===== config.mk =====
export PLATFORM = sky130hd
export DESIGN_NAME = mat_mem_arbiter
export DESIGN_NICKNAME = d
export VERILOG_FILES = /design/src/rtl/mat_mem_arbiter_pkg.sv /design/src/rtl/mat_mem_arbiter_rd_tag_pipe.sv /design/src/rtl/mat_mem_arbiter.sv
export SDC_FILE = /design/constraint.sdc
export NUM_CORES = 1
export LEC_CHECK = 0
export BUFFER_PORTS_ARGS = -buffer_cell sky130_fd_sc_hd__buf_2
export CELL_PAD_IN_SITES_DETAIL_PLACEMENT = 1
export CELL_PAD_IN_SITES_GLOBAL_PLACEMENT = 2
export CORE_AREA = 2 2 66 68
export CTS_CLUSTER_SIZE = 16
export DETAILED_ROUTE_END_ITERATION = 16
export DIE_AREA = 0 0 68 70
export PLACE_DENSITY_LB_ADDON = 0.2
export SYNTH_ARGS = -nofsm -noshare
export SYNTH_HDL_FRONTEND = slang
export SYNTH_SLANG_ARGS = --single-unit

===== constraint.sdc =====
create_clock -name clk -period 1.5 [get_ports clk]
set_input_delay 0.075 -clock clk [delete_from_list [all_inputs] [get_ports clk]]
set_output_delay 0.075 -clock clk [all_outputs]
set_load 0.005 [all_outputs]

===== src/rtl/mat_mem_arbiter_pkg.sv =====
// -----------------------------------------------------------------------------
// mat_mem_arbiter_pkg
// Shared definitions for the matrix-RAM session arbiter: port count, port ids,
// FSM state encoding and small port-id helper functions.
// -----------------------------------------------------------------------------
package mat_mem_arbiter_pkg;

    localparam int NPORT = 3;

    typedef logic [1:0] port_id_t;

    localparam port_id_t PORT_LOAD   = 2'd0;
    localparam port_id_t PORT_ELIM   = 2'd1;
    localparam port_id_t PORT_UNLOAD = 2'd2;

    typedef enum logic [1:0] {
        ST_IDLE = 2'b00,
        ST_OWN  = 2'b01,
        ST_GAP  = 2'b10
    } arb_state_t;

    // Next port in round-robin order (wraps 2 -> 0).
    function automatic port_id_t next_port(input port_id_t p);
        port_id_t n;
        case (p)
            PORT_LOAD: n = PORT_ELIM;
            PORT_ELIM: n = PORT_UNLOAD;
            default:   n = PORT_LOAD;
        endcase
        return n;
    endfunction

    // One-hot vector for a port id; an illegal id maps to no port.
    function automatic logic [NPORT-1:0] port_onehot(input port_id_t p);
        logic [NPORT-1:0] oh;
        case (p)
            PORT_LOAD:   oh = 3'b001;
            PORT_ELIM:   oh = 3'b010;
            PORT_UNLOAD: oh = 3'b100;
            default:     oh = 3'b000;
        endcase
        return oh;
    endfunction

endpackage


===== src/rtl/mat_mem_arbiter_rd_tag_pipe.sv =====
// -----------------------------------------------------------------------------
// mat_mem_arbiter_rd_tag_pipe
// DEPTH-deep shift register of {valid, port id}, aligned with the RAM read
// latency so each read return can be routed to the port that issued it.
//   clk, rst   : clock, synchronous active-high reset (clears all entries)
//   in_valid   : a read is being issued this cycle
//   in_id      : issuing port
//   out_valid  : read data on the RAM output belongs to out_id this cycle
//   out_id     : port owning the returning read data
// -----------------------------------------------------------------------------
module mat_mem_arbiter_rd_tag_pipe
    import mat_mem_arbiter_pkg::*;
#(
    parameter int DEPTH = 2
) (
    input  logic     clk,
    input  logic     rst,
    input  logic     in_valid,
    input  port_id_t in_id,
    output logic     out_valid,
    output port_id_t out_id
);

    logic [DEPTH-1:0] valid_r;
    port_id_t         id_r [DEPTH];

    // Shift stage: a new entry enters every cycle, regardless of arbiter state.
    always_ff @(posedge clk) begin
        if (rst) begin
            valid_r <= '0;
            for (int i = 0; i < DEPTH; i++) begin
                id_r[i] <= PORT_LOAD;
            end
        end else begin
            valid_r[0] <= in_valid;
            id_r[0]    <= in_id;
            for (int i = 1; i < DEPTH; i++) begin
                valid_r[i] <= valid_r[i-1];
                id_r[i]    <= id_r[i-1];
            end
        end
    end

    assign out_valid = valid_r[DEPTH-1];
    assign out_id    = id_r[DEPTH-1];

endmodule


===== src/rtl/mat_mem_arbiter.sv =====
// -----------------------------------------------------------------------------
// mat_mem_arbiter
// Session-based arbiter for the single-port matrix RAM shared by the loader
// (port 0), the Gauss-elimination controller (port 1) and the unloader
// (port 2). A granted port owns the RAM until it drops req; its address,
// write enable and write data reach the RAM combinationally so cycle-exact
// access sequences are preserved. Read returns are tagged with the issuing
// port.
//   clk, rst           : clock, synchronous active-high reset
//   req[2:0]           : per-port session request
//   gnt[2:0]           : registered one-hot grant
//   req_addr/rw/wdata  : per-port RAM access, port i at slice i
//   mem_addr/rw/wdata  : RAM access of the current owner (zero otherwise)
//   mem_rdata, rdata   : RAM read data, passed through to all requesters
//   rvalid[2:0]        : one-hot owner of rdata this cycle
//   busy               : some port holds a grant
// -----------------------------------------------------------------------------
module mat_mem_arbiter
    import mat_mem_arbiter_pkg::*;
#(
    parameter  int k          = 4,
    parameter  int l          = 4,
    parameter  int READ_DELAY = 2,
    localparam int AW         = (k > 1) ? $clog2(k) : 1
) (
    input  logic                clk,
    input  logic                rst,
    input  logic [NPORT-1:0]    req,
    output logic [NPORT-1:0]    gnt,
    input  logic [NPORT*AW-1:0] req_addr,
    input  logic [NPORT-1:0]    req_rw,
    input  logic [NPORT*l-1:0]  req_wdata,
    output logic [AW-1:0]       mem_addr,
    output logic                mem_rw,
    output logic [l-1:0]        mem_wdata,
    input  logic [l-1:0]        mem_rdata,
    output logic [l-1:0]        rdata,
    output logic [NPORT-1:0]    rvalid,
    output logic                busy
);

    arb_state_t       state_r, state_nx_s;
    port_id_t         owner_r, owner_nx_s;
    port_id_t         last_owner_r, last_owner_nx_s;
    logic [NPORT-1:0] gnt_r, gnt_nx_s;

    port_id_t         rr_start_s, rr_mid_s, rr_end_s, rr_win_s;
    logic             rr_any_s;

    logic             owner_req_s, owner_rw_s;
    logic [AW-1:0]    owner_addr_s;
    logic [l-1:0]     owner_wdata_s;

    logic             rd_push_s;
    logic             tail_valid_s;
    port_id_t         tail_id_s;

    // Round-robin pick: search starts at the port after the last owner.
    always_comb begin
        rr_start_s = next_port(last_owner_r);
        rr_mid_s   = next_port(rr_start_s);
        rr_end_s   = next_port(rr_mid_s);
        rr_any_s   = |req;
        rr_win_s   = rr_start_s;
        if (req[rr_start_s]) begin
            rr_win_s = rr_start_s;
        end else if (req[rr_mid_s]) begin
            rr_win_s = rr_mid_s;
        end else if (req[rr_end_s]) begin
            rr_win_s = rr_end_s;
        end else begin
            rr_win_s = rr_start_s;
        end
    end

    // Select the current owner's request signals from the packed port buses.
    always_comb begin
        owner_req_s   = 1'b0;
        owner_rw_s    = 1'b0;
        owner_addr_s  = '0;
        owner_wdata_s = '0;
        case (owner_r)
            PORT_LOAD: begin
                owner_req_s   = req[0];
                owner_rw_s    = req_rw[0];
                owner_addr_s  = req_addr[AW-1:0];
                owner_wdata_s = req_wdata[l-1:0];
            end
            PORT_ELIM: begin
                owner_req_s   = req[1];
                owner_rw_s    = req_rw[1];
                owner_addr_s  = req_addr[2*AW-1:AW];
                owner_wdata_s = req_wdata[2*l-1:l];
            end
            PORT_UNLOAD: begin
                owner_req_s   = req[2];
                owner_rw_s    = req_rw[2];
                owner_addr_s  = req_addr[3*AW-1:2*AW];
                owner_wdata_s = req_wdata[3*l-1:2*l];
            end
            default: begin
                owner_req_s   = 1'b0;
                owner_rw_s    = 1'b0;
                owner_addr_s  = '0;
                owner_wdata_s = '0;
            end
        endcase
    end

    // Session FSM next state: grant in IDLE, release in OWN, one dead cycle in GAP.
    always_comb begin
        state_nx_s      = state_r;
        owner_nx_s      = owner_r;
        last_owner_nx_s = last_owner_r;
        gnt_nx_s        = gnt_r;
        case (state_r)
            ST_IDLE: begin
                if (rr_any_s) begin
                    owner_nx_s = rr_win_s;
                    gnt_nx_s   = port_onehot(rr_win_s);
                    state_nx_s = ST_OWN;
                end else begin
                    gnt_nx_s   = 3'b000;
                end
            end
            ST_OWN: begin
                if (!owner_req_s) begin
                    gnt_nx_s        = 3'b000;
                    last_owner_nx_s = owner_r;
                    state_nx_s      = ST_GAP;
                end else begin
                    gnt_nx_s        = port_onehot(owner_r);
                end
            end
            ST_GAP: begin
                gnt_nx_s   = 3'b000;
                state_nx_s = ST_IDLE;
            end
            default: begin
                gnt_nx_s   = 3'b000;
                state_nx_s = ST_IDLE;
            end
        endcase
    end

    // Session FSM state, owner and grant registers.
    always_ff @(posedge clk) begin
        if (rst) begin
            state_r      <= ST_IDLE;
            owner_r      <= PORT_LOAD;
            last_owner_r <= PORT_UNLOAD;
            gnt_r        <= 3'b000;
        end else begin
            state_r      <= state_nx_s;
            owner_r      <= owner_nx_s;
            last_owner_r <= last_owner_nx_s;
            gnt_r        <= gnt_nx_s;
        end
    end

    // RAM port mux: only a live session reaches the RAM; a write also needs req.
    always_comb begin
        mem_addr  = '0;
        mem_rw    = 1'b0;
        mem_wdata = '0;
        if (state_r == ST_OWN) begin
            mem_addr  = owner_addr_s;
            mem_rw    = owner_req_s & owner_rw_s;
            mem_wdata = owner_wdata_s;
        end else begin
            mem_addr  = '0;
            mem_rw    = 1'b0;
            mem_wdata = '0;
        end
    end

    assign rd_push_s = (state_r == ST_OWN) & owner_req_s & ~owner_rw_s;

    mat_mem_arbiter_rd_tag_pipe #(
        .DEPTH (READ_DELAY)
    ) u_rd_tag_pipe (
        .clk       (clk),
        .rst       (rst),
        .in_valid  (rd_push_s),
        .in_id     (owner_r),
        .out_valid (tail_valid_s),
        .out_id    (tail_id_s)
    );

    // Route the returning read to its issuing port by the tag at the pipe tail.
    always_comb begin
        rvalid = 3'b000;
        if (tail_valid_s) begin
            rvalid = port_onehot(tail_id_s);
        end else begin
            rvalid = 3'b000;
        end
    end

    assign gnt   = gnt_r;
    assign busy  = |gnt_r;
    assign rdata = mem_rdata;

endmodule


==> results.yml, run 1 <==
critical_path:
  cp_data_arrival_time_ns: 1.58
  path_cells: "or3_4, or4_4, o41ai_1"
  worst_path_max_delay_cell: "or4_4"
  critical-path-max-stage-delay_ns: 0.51
  worst-path-buf-inv: 0
  worst_setup_path_end_kind: "flop"
  crit_family: "simple AND/OR/NAND/NOR gates"
  path_class: "reg2reg"
  cp.required_ns: 1.64
  critPathMaxFanout: 5
  start_kind: "flop"
job:
  cap_viol_max_count: 0
clock_network:
  worst_skew_pair.late_latency_ns: 0.25
  post_cts_buffers: 0
  cts.clk_slew.worst_paths_ns: 0.06
  hold_buffers: 0
  cts_buffer_depth: 2
  htree_levels: 1
  cts.sinks: 15
  cts_tree: "done"
  cts_root_buf: "clkbuf_8"
  cts_buffers: 3
routing:
  remaining_drc_errors: 0
  drt-total-wl_um: 2430
  vias: 889
  viasPerCell: 4.54
  dr.pass1.iters: 3
  drtAntennaViolNets: 0
  wl_per_cell_um: 12.4
  first_iter_violations: 5
floorplanning:
  pin_count: 48
  fp.dieW_um: 68
  core-area_um2: 4140
  rows: 24
  start_util_pct: 20.9
  die_height_um: 70
  die_area_um2: 4760
place:
  gp_congestion: 0.749
  dpl_cell_area_um2: 1100
  io_buffers: 39
  hpwl_um: 1910
power:
  p_leak_nw: 0.534
  pwr_density_cell_nw_per_um2: 885
  ir_drop_v: 0.000229
global_routing:
  grt_pass1_vias: 905
  grt_max_degree: 15
  gr-usage-all-layers_pct: 11.2
  antenna_found_initial: 0
  grt_pass1_wl_um: 4130
  overflow: 0
sta:
  tightestPinTransition_ns: 0.294
  slew_headroom_pct: 80.1
  hold_viol_final: 0
  whs_ns: 0.137
  min_period_over_period_pct: 96.4
  setup_violations: 0
  period_minus_slack_ns: 1.45
  clock_skew_ns: 0.00332
  rsz0062_at_grt: "yes"
  slew_violations: 0
  fin_setup_tns_ns: 0
  clock.fmax_mhz: 692
synth:
  synth.distinct_cells: 30
  synth_cells: 106
  synth.ff_latch_count: 15
  postSynthNetCount: 136
  async_reset_ff_share_pct: 0
  yosysSeqAreaShare_pct: 34.7
  synth_area_um2: 866
  ys_warn_count: 0
  syn-mean-instance-area_um2: 8.17
  synthFlopType: "dfxtp_1"
  synth_edf_count: 0
run_status:
  status: "completed"
worst_hold_path:
  hold_class: "in2reg"
finish:
  synthToLayoutAreaGrowth_pct: 35.3
  drive_gt1_share_pct: 42.4
  nets: 175
  final_cell_mix: "buf_2, nor2_1, dfxtp_1"
  layout_commonest_cell: "buf_2"
  finalInstanceArea_um2: 1170
  n_antenna_cell: 0
## cell type report
type | instances | area (µm²)
well taps | 52 | 65.1
clock inverters | 1 | 5.00
multi-input cells | 78 | 509
inverters | 3 | 11.3
flip-flops and latches | 15 | 307
fillers | 517 | 2970
clock buffers | 3 | 41.3
repair buffers | 44 | 233
## cell usage after synthesis, drive strengths merged (2+ instances only)
| library cell | instances | area (µm²) |
|---|---|---|
| nor3 | 3 | 15.0 |
| or3 | 2 | 17.5 |
| buf | 8 | 56.3 |
| inv | 3 | 11.3 |
| nor2 | 16 | 60.1 |
| clkbuf | 2 | 7.51 |
| o21bai | 2 | 15.0 |
| nand2 | 8 | 30.0 |
| mux2i | 8 | 80.1 |
| and3b | 2 | 17.5 |
| a21oi | 13 | 65.1 |
| dfxtp | 15 | 300 |
| nor3b | 4 | 35.0 |
| nor2b | 8 | 50.1 |
## layer usage
metal	GRT usage (%)	up-vias	wire length (µm)
li1	-	436	-
met2	19.3	29	1230
met1	13.6	419	1030
met4	4.67	0	50
met5	0	-	0
met3	1.45	5	113
## metrics by stage
stage / cells / util [%] / worst slack (ns) / total power, mW
finish: 196 / 28.3 / 0.0545 / 1.04
global route: 196 / 28.3 / -0.00729 / 1.11
CTS: 196 / 27.7 / 0.0400 / 1.05
detailed placement: 192 / 26.5 / 0.0584 / 0.711
global placement: 192 / 26.5 / 0.0955 / 0.705
floorplan: 106 / - / 0.138 / 0.609
## state kept, by name, indices dropped and copies added, names as in the netlist
name                   cells
owner_r                    2
u_rd_tag_pipe.valid_r      2
gnt                        3
u_rd_tag_pipe.id_r         4
last_owner_r               2
state_r                    2
## worst reg2reg max path: stages (launching register included)
cell and delay, ns:
dfxtp_2 0.34, or3_4 0.40, or4_4 0.51, o41ai_1 0.08
## power breakdown
part	switching [mW]	internal (mW)
clock	0.145	0.184
sequential	0.0172	0.424
combinational	0.137	0.130
total	0.299	0.737
## final timing paths
path / slack [ns] / depth (start not counted) / from / end
setup / recovery: 0.05 / 3 / state_r[1]$_SDFFE_PP0P_ / gnt[0]$_SDFF_PP0_
hold / removal: 0.14 / 3 / req_rw[1] / u_rd_tag_pipe.valid_r[0]$_SDFF_PP0_
setup reg to reg: 0.05 / 3 / state_r[1]$_SDFFE_PP0P_ / gnt[0]$_SDFF_PP0_
hold reg to reg: 0.44 / 1 / u_rd_tag_pipe.id_r[0][1]$_SDFF_PP0_ / u_rd_tag_pipe.id_r[0][3]$_SDFF_PP0_
## kinds of logic (layout without fill, tap and decap cells)
family          Yosys count  after routing  share of synthesized area, %
compound gates           20             20                          15.3
buf+inv                  13             51                          8.67
mux                       9              9                          10.5
flops                    15             15                          34.7
simple gates             49             49                          30.8
## timing repair
item	4_1_cts	5_1_grt
resized for setup	2	8
hold endpoints to repair	0	0
setup endpoints to repair	7	6
cloned	0	0
pin swaps	0	0
No activity file was read; power rests on OpenSTA's default activity.
==> run 2, diff against run 1 <==
--- a/config.mk
+++ b/config.mk
@@ -13,6 +13,7 @@
 export DETAILED_ROUTE_END_ITERATION = 16
 export DIE_AREA = 0 0 68 70
 export PLACE_DENSITY_LB_ADDON = 0.2
+export REMOVE_ABC_BUFFERS = 1
 export SYNTH_ARGS = -nofsm -noshare
 export SYNTH_HDL_FRONTEND = slang
 export SYNTH_SLANG_ARGS = --single-unit
==> run 2 against run 1 <==
Utilization is 0.060 points higher. Die area did not move. Maximum frequency decreased by 0.89%. Sequential share of layout area shrank 0.056 points. Clock skew down 0.00054 ns. Count of clock-buffer cells in the layout is the same. Critical path depth increased by 2.
==> results.yml, run 2 (synthesis gave the netlist of run 1 again) <==
run_status:
  status: "completed"
critical_path:
  start_kind: "flop"
  path_class: "reg2out"
  critical-path-max-stage-delay_ns: 0.38
  cp.required_ns: 1.42
  startpoint: "owner_r[1]$_SDFFE_PP0P_"
  path_cells: "mux2i_1, o2bb2ai_4, nand2_1, nor2_1, buf_2"
  r2r-start: "state_r[1]$_SDFFE_PP0P_"
  worst_setup_path_end_kind: "primary output"
  crit_family: "flip-flops"
  critPathMaxFanout: 5
  worst-path-buf-inv: 1
  worst_path_max_delay_cell: "dfxtp_4"
  reg2reg_slack_ns: 0.07
  cp_data_arrival_time_ns: 1.38
power:
  power_mw: 1.04
  seq_power_share_pct: 42.5
  pwr_density_cell_nw_per_um2: 886
  ir_drop_v: 0.000249
  pwr-share-clk_pct: 31.9
  p_leak_nw: 0.535
  swShare_pct: 29.1
  p_comb_share_pct: 25.6
  internal_power_mw: 0.737
  p_switching_mw: 0.303
floorplanning:
  pin_count: 48
  start_util_pct: 20.9
  rows: 24
  core-area_um2: 4140
  die_height_um: 70
  die_area_um2: 4760
  fp.dieW_um: 68
place:
  dp_cells: 192
  hpwl_um: 1910
  io_buffers: 39
  gp_congestion: 0.713
  dpl_cell_area_um2: 1100
finish:
  nets: 175
  final_cell_count_no_fill: 196
  drive_gt1_share_pct: 39.6
  synthToLayoutAreaGrowth_pct: 35.5
  finalInstanceArea_um2: 1170
  final_cell_mix: "buf_2, nor2_1, a21oi_1"
  fillers: 522
  largest_reg_flops: 4
  regMostFlops: "u_rd_tag_pipe.id_r"
  layout_commonest_cell: "buf_2"
  n_antenna_cell: 0
routing:
  dr.pass1.iters: 4
  first_iter_violations: 6
  vias: 889
  drt-total-wl_um: 2430
  wl_per_cell_um: 12.4
  topRoutingLayerUsed: "met4"
  drtAntennaViolNets: 0
  dr_wl_met2_um: 1170
  met1_length_um: 1050
  remaining_drc_errors: 0
  wl_met3_um: 168
  viasPerCell: 4.54
global_routing:
  grt_pass1_vias: 894
  antenna_found_initial: 0
  grt_pass1_wl_um: 4000
  gr-usage-all-layers_pct: 11.0
  grt_max_degree: 15
  overflow: 0
sta:
  slew_headroom_pct: 82.2
  hold_viol_final: 0
  rsz0062_at_grt: "yes"
  fin_setup_tns_ns: 0
  setup_violations: 0
  tightestPinTransition_ns: 0.260
  clock.fmax_mhz: 686
  slew_violations: 0
  period_minus_slack_ns: 1.46
  min_period_over_period_pct: 97.2
  clock_skew_ns: 0.00277
worst_hold_path:
  hold_class: "in2reg"
  hold_start: "req_rw[1]"
job:
  cap_viol_max_count: 0
clock_network:
  cts.sinks: 15
  cts.clk_slew.worst_paths_ns: 0.06
  cts_tree: "done"
  cts_root_buf: "clkbuf_8"
  cts_buffers: 3
  worst_skew_pair.late_latency_ns: 0.25
  htree_levels: 1
  cts_buffer_depth: 2
  hold_buffers: 0
==> run 2: worst paths after layout <==
kind,endpoint,cells after the start
worst min-delay path,u_rd_tag_pipe.valid_r[0]$_SDFF_PP0_,3
worst min register to register,u_rd_tag_pipe.valid_r[1]$_SDFF_PP0_,1
worst max register to register,gnt[0]$_SDFF_PP0_,3
worst max-delay path,mem_rw,5
==> run 2: cell type report <==
| type | count | area, µm² | area share, % |
|---|---|---|---|
| Multi-Input combinational cell | 78 | 508 | 43.3 |
| Sequential cell | 15 | 307 | 26.1 |
| Timing Repair Buffer | 44 | 236 | 20.1 |
| Tap cell | 52 | 65.1 | 5.54 |
| Clock buffer | 3 | 41.3 | 3.52 |
| Inverter | 3 | 11.3 | 0.959 |
| Clock inverter | 1 | 5.00 | 0.426 |
==> run 2: metal layers <==
metal  vias up  track usage (%)
met5         -                0
met4         0             5.33
met3         5             2.42
met2        42             18.2
met1       406             12.9
li1        436                -
==> run 2: worst reg2reg max path, cell delays in order (launching register included) <==
cell,delay [ns]
dfxtp_2,0.34
or3_4,0.41
or4_1,0.50
o41ai_1,0.08
==> run 2: what timing repair did <==
action,4_1_cts,5_1_grt
resized for setup,1,7
setup endpoints to repair,7,8
buffers inserted,0,0
pin swaps,0,0
==> run 2: through the flow <==
stage	setup WS (ns)	hold slack [ns]	util (%)
finish	0.0415	0.140	28.3
global route	-0.0467	0.150	28.3
CTS	0.0335	0.135	27.7
detailed placement	0.0686	0.150	26.5
global placement	0.0758	0.150	26.5
floorplan	-0.137	0.144	-
==> run 2: power by group through the flow <==
stage | logic [mW] | clock network [mW] | registers [mW]
2_1_floorplan | 0.131 | 0 | 0.456
3_3_place_gp | 0.257 | 0 | 0.447
3_5_place_dp | 0.261 | 0 | 0.449
4_1_cts | 0.262 | 0.335 | 0.441
5_1_grt | 0.300 | 0.354 | 0.445
6_report | 0.266 | 0.332 | 0.442
==> run 3, diff against run 2 <==
--- a/config.mk
+++ b/config.mk
@@ -6,12 +6,12 @@
 export NUM_CORES = 1
 export LEC_CHECK = 0
 export BUFFER_PORTS_ARGS = -buffer_cell sky130_fd_sc_hd__buf_2
-export CELL_PAD_IN_SITES_DETAIL_PLACEMENT = 1
-export CELL_PAD_IN_SITES_GLOBAL_PLACEMENT = 2
-export CORE_AREA = 2 2 66 68
+export CELL_PAD_IN_SITES_DETAIL_PLACEMENT = 0
+export CELL_PAD_IN_SITES_GLOBAL_PLACEMENT = 1
+export CORE_AREA = 2 2 57 59
 export CTS_CLUSTER_SIZE = 16
 export DETAILED_ROUTE_END_ITERATION = 16
-export DIE_AREA = 0 0 68 70
+export DIE_AREA = 0 0 59 61
 export PLACE_DENSITY_LB_ADDON = 0.2
 export REMOVE_ABC_BUFFERS = 1
 export SYNTH_ARGS = -nofsm -noshare
==> run 3 against run 2 <==
Maximum frequency about the same. Largest power group unchanged. Global-route usage increased by 1.5 points. Critical path type unchanged. Count of clock-buffer cells in the layout unchanged.
==> results.yml, run 3 (synthesis gave the netlist of run 1 again) <==
run_status:
  status: "completed"
finish:
  fin_util_pct: 39.0
  regMostFlops: "u_rd_tag_pipe.id_r"
  nets: 175
  n_antenna_cell: 0
  synthToLayoutAreaGrowth_pct: 32.9
  drive_gt1_share_pct: 42.4
  finalInstanceArea_um2: 1150
  final_cell_mix: "buf_2, nor2_1, a21oi_1, dfxtp_1, mux2i_1"
  largest_reg_flops: 4
  layout_commonest_cell: "buf_2"
place:
  dpl_cell_area_um2: 1070
  hpwl_um: 1570
  gp_congestion: 0.760
  io_buffers: 39
  dpl_worst_slack_ns: 0.0843
clock_network:
  cts_buffers: 3
  htree_levels: 1
  cts_root_buf: "clkbuf_4"
  cts.clk_slew.worst_paths_ns: 0.09
  worst_skew_pair.late_latency_ns: 0.28
  cts_buffer_depth: 2
  cts.sinks: 15
  cts_tree: "done"
sta:
  period_minus_slack_ns: 1.46
  setup_slack_ns: 0.0402
  tightestPinTransition_ns: 0.293
  setup_violations: 0
  clock.fmax_mhz: 685
  rsz0062_at_grt: "yes"
  slew_headroom_pct: 80.3
  hold_viol_final: 0
  min_period_over_period_pct: 97.3
  clock_skew_ns: 0.000972
  slew_violations: 0
  whs_ns: 0.0978
power:
  ir_drop_v: 0.000213
  swShare_pct: 30.4
  p_comb_share_pct: 28.7
  p_switching_mw: 0.286
  pwr_density_cell_nw_per_um2: 818
  p_leak_nw: 0.532
  internal_power_mw: 0.655
  seq_power_share_pct: 46.7
  pwr-share-clk_pct: 24.6
floorplanning:
  die_height_um: 61
  core-area_um2: 2950
  rows: 20
  die_area_um2: 3600
  pin_count: 48
  fp.dieW_um: 59
  start_util_pct: 29.3
routing:
  vias: 862
  dr.pass1.iters: 4
  drt-total-wl_um: 2050
  viasPerCell: 4.87
  remaining_drc_errors: 0
  first_iter_violations: 16
  drtAntennaViolNets: 0
  wl_per_cell_um: 11.6
global_routing:
  antenna_found_initial: 0
  gr-usage-all-layers_pct: 12.4
  grt_pass1_wl_um: 3340
  grt_max_degree: 15
  grt_pass1_vias: 782
  overflow: 0
critical_path:
  cp_data_arrival_time_ns: 1.38
  start_kind: "flop"
  worst_setup_path_end_kind: "primary output"
  path_class: "reg2out"
  critPathMaxFanout: 4
  cp.required_ns: 1.42
worst_hold_path:
  hold_class: "in2reg"
job:
  cap_viol_max_count: 0
==> run 3: worst max-delay path, stage by stage (launching register included) <==
cell       delay [ns]
dfxtp_4          0.39
mux2i_1          0.29
o2bb2ai_4        0.10
nand2_2          0.13
nor2_1           0.06
buf_2            0.12
==> run 3: layout make-up <==
cell class	instances	area, µm²
clock buffers	3	22.5
inverters	3	11.3
flip-flops and latches	15	307
multi-input cells	78	520
clock inverters	1	5.00
fillers	312	1800
well taps	33	41.3
repair buffers	44	244
==> run 3: power groups by stage <==
stage / registers, mW / logic (mW) / clock network (mW)
after floorplan: 0.456 / 0.131 / 0
after global routing: 0.444 / 0.304 / 0.255
final: 0.440 / 0.270 / 0.231
after global placement: 0.446 / 0.252 / 0
after CTS: 0.439 / 0.254 / 0.243
after detailed placement: 0.447 / 0.252 / 0
==> run 3: through the flow <==
step	cells	TNS, ns	power, mW
after floorplan	96	-0.246	0.587
after global placement	172	0	0.699
after detailed placement	172	0	0.699
after CTS	176	0	0.936
after global routing	177	-0.136	1.00
final	177	0	0.941
==> run 3: worst paths after layout <==
kind,start,end,slack (ns),cells after the start
hold reg to reg,u_rd_tag_pipe.id_r[0][1]$_SDFF_PP0_,u_rd_tag_pipe.id_r[0][3]$_SDFF_PP0_,0.44,1
setup reg to reg,state_r[1]$_SDFFE_PP0P_,gnt[0]$_SDFF_PP0_,0.08,3
setup / recovery,owner_r[1]$_SDFFE_PP0P_,mem_rw,0.04,5
hold / removal,req_rw[1],u_rd_tag_pipe.valid_r[0]$_SDFF_PP0_,0.1,3
==> run 3: what timing repair did <==
item	CTS	global route
hold endpoints to repair	0	0
hold buffers	0	0
resized for setup	1	13
endpoints found under the setup margin	7	8
setup buffers	0	1
pin swaps	0	3
==> run 3: routing by layer <==
layer / track usage, % / share of wire (%) / up-vias
met5: 0 / 0 / -
met3: 1.92 / 7.3 / 4
met4: 6.82 / 1.3 / 0
met1: 14.5 / 45 / 380
li1: - / - / 439
met2: 21.7 / 47 / 39
